### config.mk
export PLATFORM = sky130hd
export DESIGN_NAME = segment_window_scheduler
export DESIGN_NICKNAME = d
export VERILOG_FILES = /design/src/rtl/segment_window_scheduler.sv
export SDC_FILE = /design/constraint.sdc
export NUM_CORES = 1
export LEC_CHECK = 0
export BUFFER_PORTS_ARGS = -buffer_cell sky130_fd_sc_hd__buf_4
export CORE_MARGIN = 10
export CORE_UTILIZATION = 60
export DETAILED_ROUTE_END_ITERATION = 12
export PLACE_DENSITY = 0.81
export REMOVE_ABC_BUFFERS = 1
export SYNTH_ARGS = -nofsm -noshare
export SYNTH_HDL_FRONTEND = slang
export SYNTH_SLANG_ARGS = --single-unit
### constraint.sdc
create_clock -name clk -period 3.91 [get_ports clk]
set_clock_uncertainty 0.2 [all_clocks]
set_input_delay 0.1955 -clock clk [delete_from_list [all_inputs] [get_ports clk]]
set_output_delay 0.1955 -clock clk [all_outputs]
set_load 0.01 [all_outputs]
### src/rtl/segment_window_scheduler.sv
// ---------------------------------------------------------------------------
// segment_window_scheduler
//
// Frame-level controller for the six-digit capture region of the VGA pixel
// path. It masks the pixel stream down to the six digit windows, counts
// foreground pixels per window over a frame, and once the region has been
// scanned hands the six counts to the digit classifier one at a time over a
// valid/ready handshake.
//
// Ports:
//   clk, rst_n          system clock, asynchronous active-low reset
//   pix_en              pixel strobe; hcnt/vcnt/pixel_in valid when high
//   enable              run enable, sampled only at frame start
//   hcnt, vcnt          raster position of pixel_in
//   pixel_in            RGB444 pixel {R,G,B}
//   threshold           foreground when R+G+B < threshold
//   pixel_out           registered masked pixel (0 outside the windows)
//   win_active, win_idx registered window hit and index (7 = no window)
//   res_valid/res_ready result handshake
//   res_idx, res_count  window index and count of the presented result
//   frame_done          pulse after the sixth result is accepted
//   overrun             pulse when a frame start aborts an unfinished report
//   busy                high while accumulating or reporting
// ---------------------------------------------------------------------------
module segment_window_scheduler #(
    parameter int V_TOP = 150,
    parameter int V_BOT = 300,
    parameter int CNT_W = 14
) (
    input  logic             clk,
    input  logic             rst_n,
    input  logic             pix_en,
    input  logic             enable,
    input  logic [9:0]       hcnt,
    input  logic [9:0]       vcnt,
    input  logic [11:0]      pixel_in,
    input  logic [5:0]       threshold,
    output logic [11:0]      pixel_out,
    output logic             win_active,
    output logic [2:0]       win_idx,
    output logic             res_valid,
    input  logic             res_ready,
    output logic [2:0]       res_idx,
    output logic [CNT_W-1:0] res_count,
    output logic             frame_done,
    output logic             overrun,
    output logic             busy
);

    localparam logic [2:0] NO_WIN   = 3'd7;
    localparam logic [2:0] LAST_IDX = 3'd5;
    localparam logic [9:0] ROW_TOP  = 10'(V_TOP);
    localparam logic [9:0] ROW_BOT  = 10'(V_BOT);

    typedef enum logic [1:0] {
        IDLE   = 2'd0,
        ACCUM  = 2'd1,
        REPORT = 2'd2
    } state_t;

    // Window index for a raster position; all bounds are exclusive.
    function automatic logic [2:0] windowOf(input logic [9:0] h, input logic [9:0] v);
        logic [2:0] idx;
        idx = NO_WIN;
        if (v > ROW_TOP && v < ROW_BOT) begin
            if      (h > 10'd50  && h < 10'd125) idx = 3'd0;
            else if (h > 10'd140 && h < 10'd215) idx = 3'd1;
            else if (h > 10'd230 && h < 10'd305) idx = 3'd2;
            else if (h > 10'd335 && h < 10'd410) idx = 3'd3;
            else if (h > 10'd425 && h < 10'd500) idx = 3'd4;
            else if (h > 10'd515 && h < 10'd590) idx = 3'd5;
        end
        return idx;
    endfunction

    // Saturating increment: a full counter stays at all-ones.
    function automatic logic [CNT_W-1:0] satInc(input logic [CNT_W-1:0] a);
        return (&a) ? a : a + 1'b1;
    endfunction

    // Sum of three 4-bit channels never exceeds 45, so 6 bits cannot wrap.
    function automatic logic isForeground(input logic [11:0] p, input logic [5:0] thr);
        logic [5:0] sum;
        sum = {2'b00, p[11:8]} + {2'b00, p[7:4]} + {2'b00, p[3:0]};
        return sum < thr;
    endfunction

    state_t           state;
    state_t           stateNext;
    logic [2:0]       curWin;
    logic             curFg;
    logic             frameStart;
    logic             reportTrig;
    logic             accept;
    logic             clearAcc;
    logic             countEn;
    logic             loadFirst;
    logic             advance;
    logic             finish;
    logic             abort;
    logic [2:0]       nextIdx;
    logic [CNT_W-1:0] nextCount;
    logic [CNT_W-1:0] acc [6];

    logic [11:0]      pixOut_p1;
    logic             winActive_p1;
    logic [2:0]       winIdx_p1;

    assign curWin     = windowOf(hcnt, vcnt);
    assign curFg      = isForeground(pixel_in, threshold);
    assign frameStart = pix_en && (hcnt == 10'd0) && (vcnt == 10'd0);
    assign reportTrig = pix_en && (hcnt == 10'd0) && (vcnt == ROW_BOT);
    assign accept     = res_valid && res_ready;

    // ---- stage p0 -> p1: window mask (runs in every FSM state) ----
    always_ff @(posedge clk or negedge rst_n) begin
        if (!rst_n) begin
            pixOut_p1    <= 12'h000;
            winActive_p1 <= 1'b0;
            winIdx_p1    <= NO_WIN;
        end else if (pix_en) begin
            pixOut_p1    <= (curWin != NO_WIN) ? pixel_in : 12'h000;
            winActive_p1 <= (curWin != NO_WIN);
            winIdx_p1    <= curWin;
        end
    end

    assign pixel_out  = pixOut_p1;
    assign win_active = winActive_p1;
    assign win_idx    = winIdx_p1;

    always_ff @(posedge clk or negedge rst_n) begin
        if (!rst_n) begin
            state <= IDLE;
        end else begin
            state <= stateNext;
        end
    end

    always_comb begin
        stateNext = state;
        clearAcc  = 1'b0;
        countEn   = 1'b0;
        loadFirst = 1'b0;
        advance   = 1'b0;
        finish    = 1'b0;
        abort     = 1'b0;
        case (state)
            IDLE: begin
                if (frameStart && enable) begin
                    clearAcc  = 1'b1;
                    stateNext = ACCUM;
                end
            end
            ACCUM: begin
                if (frameStart) begin
                    // Frame restarted before the region closed: start over.
                    clearAcc = 1'b1;
                end else if (reportTrig) begin
                    loadFirst = 1'b1;
                    stateNext = REPORT;
                end else begin
                    countEn = pix_en && (curWin != NO_WIN) && curFg;
                end
            end
            REPORT: begin
                // A frame start wins over a same-cycle acceptance.
                if (frameStart) begin
                    abort     = 1'b1;
                    clearAcc  = 1'b1;
                    stateNext = enable ? ACCUM : IDLE;
                end else if (accept) begin
                    if (res_idx == LAST_IDX) begin
                        finish    = 1'b1;
                        stateNext = IDLE;
                    end else begin
                        advance = 1'b1;
                    end
                end
            end
            default: begin
                stateNext = IDLE;
            end
        endcase
    end

    assign busy = (state != IDLE);

    always_ff @(posedge clk or negedge rst_n) begin
        if (!rst_n) begin
            for (int k = 0; k < 6; k++) begin
                acc[k] <= '0;
            end
        end else if (clearAcc) begin
            for (int k = 0; k < 6; k++) begin
                acc[k] <= '0;
            end
        end else if (countEn) begin
            for (int k = 0; k < 6; k++) begin
                if (curWin == 3'(k)) begin
                    acc[k] <= satInc(acc[k]);
                end
            end
        end
    end

    always_comb begin
        nextIdx   = res_idx + 3'd1;
        nextCount = '0;
        for (int k = 0; k < 6; k++) begin
            if (nextIdx == 3'(k)) begin
                nextCount = acc[k];
            end
        end
    end

    // ---- result stage: res_idx doubles as the report pointer ----
    always_ff @(posedge clk or negedge rst_n) begin
        if (!rst_n) begin
            res_valid  <= 1'b0;
            res_idx    <= 3'd0;
            res_count  <= '0;
            frame_done <= 1'b0;
            overrun    <= 1'b0;
        end else begin
            frame_done <= finish;
            overrun    <= abort;
            if (loadFirst) begin
                res_valid <= 1'b1;
                res_idx   <= 3'd0;
                res_count <= acc[0];
            end else if (abort || finish) begin
                res_valid <= 1'b0;
            end else if (advance) begin
                res_idx   <= nextIdx;
                res_count <= nextCount;
            end
        end
    end

endmodule

==> run summary <==
DPL Wire Length - 14700 um
Remaining Overflow, GRT - 0
Pre-Repair DR Iteration Count - 5
CP peak stage delay - 0.53 ns
LEAKAGE - 4.13 nW
Cts bufs inserted - 17
Register area share after synthesis - 40.3%
Fillcell total - 930
Share of layout cells above drive strength 1 - 16.2%
Global-route wire length before repair - 35300 um
Final Hold Fails - 0
Clk root buf - clkbuf_16
Vias per cell - 6.21
Hold Path Class - in -> reg
R2r worst-path depth - 10
Data arrival time of the critical path - 3.87 ns
Worst path cell trace - buf_4, fa_1, ha_1, a21o_1, a21oi_1, xnor2_1, ha_1, a21o_1, a211oi_1, o21ai_1, or3_1, buf_4, nor4_2, xnor2_1, nor2_1
Pwr Total - 0.00345 W
Kind of critical path - in -> reg
Hold depth - 4
CTS Buffer Depth - 2
Slew @ Worst Pin - 0.848 ns
Sink Count - 122
Core region area - 0.0125 mm2
Setup WS post-layout - 0.140 ns
CP max FO - 4
Ys Warns - 0
Finished Layout Cells - 1137
Top cells by count, synth - dfrtp_1 (119), nor2_1 (108), nand2_1 (68), nand3_1 (68), xnor2_1 (42)
Die Footprint - 0.0175 mm2
CP Data Required Time - 4.01 ns
Startpoint types - primary input
Register area - 0.00306 mm2
CP max stage cell - fa_1
Number of global-route vias before repair - 6765
Worst reg2reg path startpoint - res_idx[0]
Count leader, synth - dfrtp_1
Rel. slew slack - 43.5%
Crit Reg-Reg Endpoint - res_count[11]
N_diodes - 0
R2R Setup Slk - 0.49 ns
Post-Syn Instances - 867
H-tree levels - 4
Total track usage - 24.5%
DRT iter0 DRCs - 885
Post-synth top area share - 39.3%
Cell Pwr Density - 374 mW/mm2
Count of cell types in the netlist - 55
# DRC - 0
Max-cap viol count - 0
Die Wd - 132 um
I/O pin count - 80
Top cells by area, synth - dfrtp_1 (39%), nor2_1 (5.3%), xnor2_1 (4.8%)
Status - finished clean
Min Tclk post-route - 3.77 ns
Gpl congestion - 0.941
FP Rows - 41
Largest net degree at the start of global routing - 65
Fmax - 0.265 GHz
Synth Flop Type - dfrtp_1
# port buffers - 79
Dominant cell type by area after synthesis - dfrtp_1
Synthesized area - 0.00759 mm2
Fin nets - 1026
Worst setup EP type - register
Count of buffer and inverter cells on the critical path - 2
Post-Route Setup TNS - 0 ns
Cell family with most CP delay - adder cells
Worst hold path startpoint - enable
CTS tree - built
Initial core utilization - 60.6%
Hold endpoint - state[0]
CTS clk-pin slew, worst paths - 0.06 ns
Syn Area/Cell - 8.75 um2
Post-DRT Antenna Nets - 0
Initial antenna violation count - 0
Clk_lat worst skew - 0.43 ns
Ys async rst share - 100%
Dpl cells - 1090
Maximum resistive drop on vdd - 0.000208 V
Synth Register Bits - 122
Wire per inst - 19.0 um
Final setup violation count - 0
Post-Route WL - 21600 um
Area growth syn-to-layout - 21.5%
Via count - 7063
Area of the multi-input gates - 0.00424 mm2
Pre-CTS WS - -0.114 ns
Number of synthesized flops with an enable pin - 0
Final Cycle Share - 96.4%
Die H - 132 um
Slew Limit Fails - 0
repair_timing:
action / 4_1_cts / 5_1_grt
gates resized for setup: 0 / 5
endpoints found under the hold margin: 75 / 0
setup buffers: 0 / 0
setup endpoints to repair: 0 / 10
hold buffers: 16 / 0
where the power goes:
group | switching, W | leakage, nW | internal (W) | total, W
sequential | 0.0000396 | 1.68 | 0.00130 | 0.00134
combinational | 0.000258 | 2.15 | 0.000206 | 0.000464
clock | 0.000581 | 0.301 | 0.00107 | 0.00165
total | 0.000878 | 4.13 | 0.00257 | 0.00345
layout make-up:
cell class,instances,area share (%)
clock buffer,21,5.21
clock inverter,10,1.53
inverter,33,1.34
multi-input combinational,659,46.0
sequential,122,33.2
tap,172,2.34
timing repair buffer,120,10.3
cells by family after synthesis:
group	Yosys count	synth area share, %
compound gates	133	12.9
mux	8	1.09
xor+xnor	65	7.50
buf+inv	86	4.44
simple gates	423	28.4
fa+ha+maj	30	5.44
flops	122	40.3
stage by stage:
| stage | hold slack, ns | utilization (%) | instance area (um2) |
|---|---|---|---|
| 2_1_floorplan | -0.300 | - | 7370 |
| 3_3_place_gp | 0.148 | 67.2 | 8410 |
| 3_5_place_dp | 0.150 | 67.2 | 8410 |
| 4_1_cts | 0.0245 | 73.4 | 9190 |
| 5_1_grt | 0.0522 | 73.6 | 9210 |
| 6_report | 0.0301 | 73.6 | 9210 |
placed cells by master (no fill, tap or decap), types with 17 or more instances in the layout:
cell type	n
inv_1	33
nor2b_1	21
nor2_1	108
nand2_1	68
buf_4	103
xnor2_1	42
xor2_1	23
dfrtp_1	119
nand3_1	68
clkbuf_16	17
nor3_1	40
ha_1	25
nor4_1	17
a211oi_1	29
nand4_1	29
worst register-to-register path, stage by stage, from the launching register on:
cell	delay, ns
dfrtp_1	0.46
ha_1	0.27
ha_1	0.32
buf_4	0.21
nand2_1	0.35
nand3_1	0.15
a311oi_1	0.38
a211oi_1	0.13
nor3_1	0.46
a211oi_1	0.15
o31ai_1	0.26
how the worst max path moves through the flow:
stage	from	to	slack, ns	cells past startpoint
2_1_floorplan	hcnt[2]	pixel_out[0]	-1.71	6
3_3_place_gp	pixel_in[2]	acc[72]	-0.08	15
3_5_place_dp	pixel_in[2]	acc[78]	-0.11	15
4_1_cts	pixel_in[2]	acc[72]	0.22	15
5_1_grt	pixel_in[2]	acc[73]	-0.02	15
6_report	pixel_in[2]	acc[73]	0.14	15
sequential cells by signal, summed over array words and instances (netlist names):
register    flops
acc            84
res_valid       1
overrun         1
win_idx         3
res_idx         3
frame_done      1
win_active      1
state           2
pixel_out      12
res_count      14
routing by layer:
metal | share of wire (%) | global-route usage (%) | vias to the layer above | wire (um)
met3 | 7.6 | 6.13 | 66 | 1650
met2 | 47 | 37.5 | 351 | 10000
li1 | - | - | 3295 | -
met5 | 0 | 0 | - | 0
met1 | 43 | 31.8 | 3351 | 9170
met4 | 3.3 | 11.9 | 0 | 709
Power figures use the tool's default switching activity.
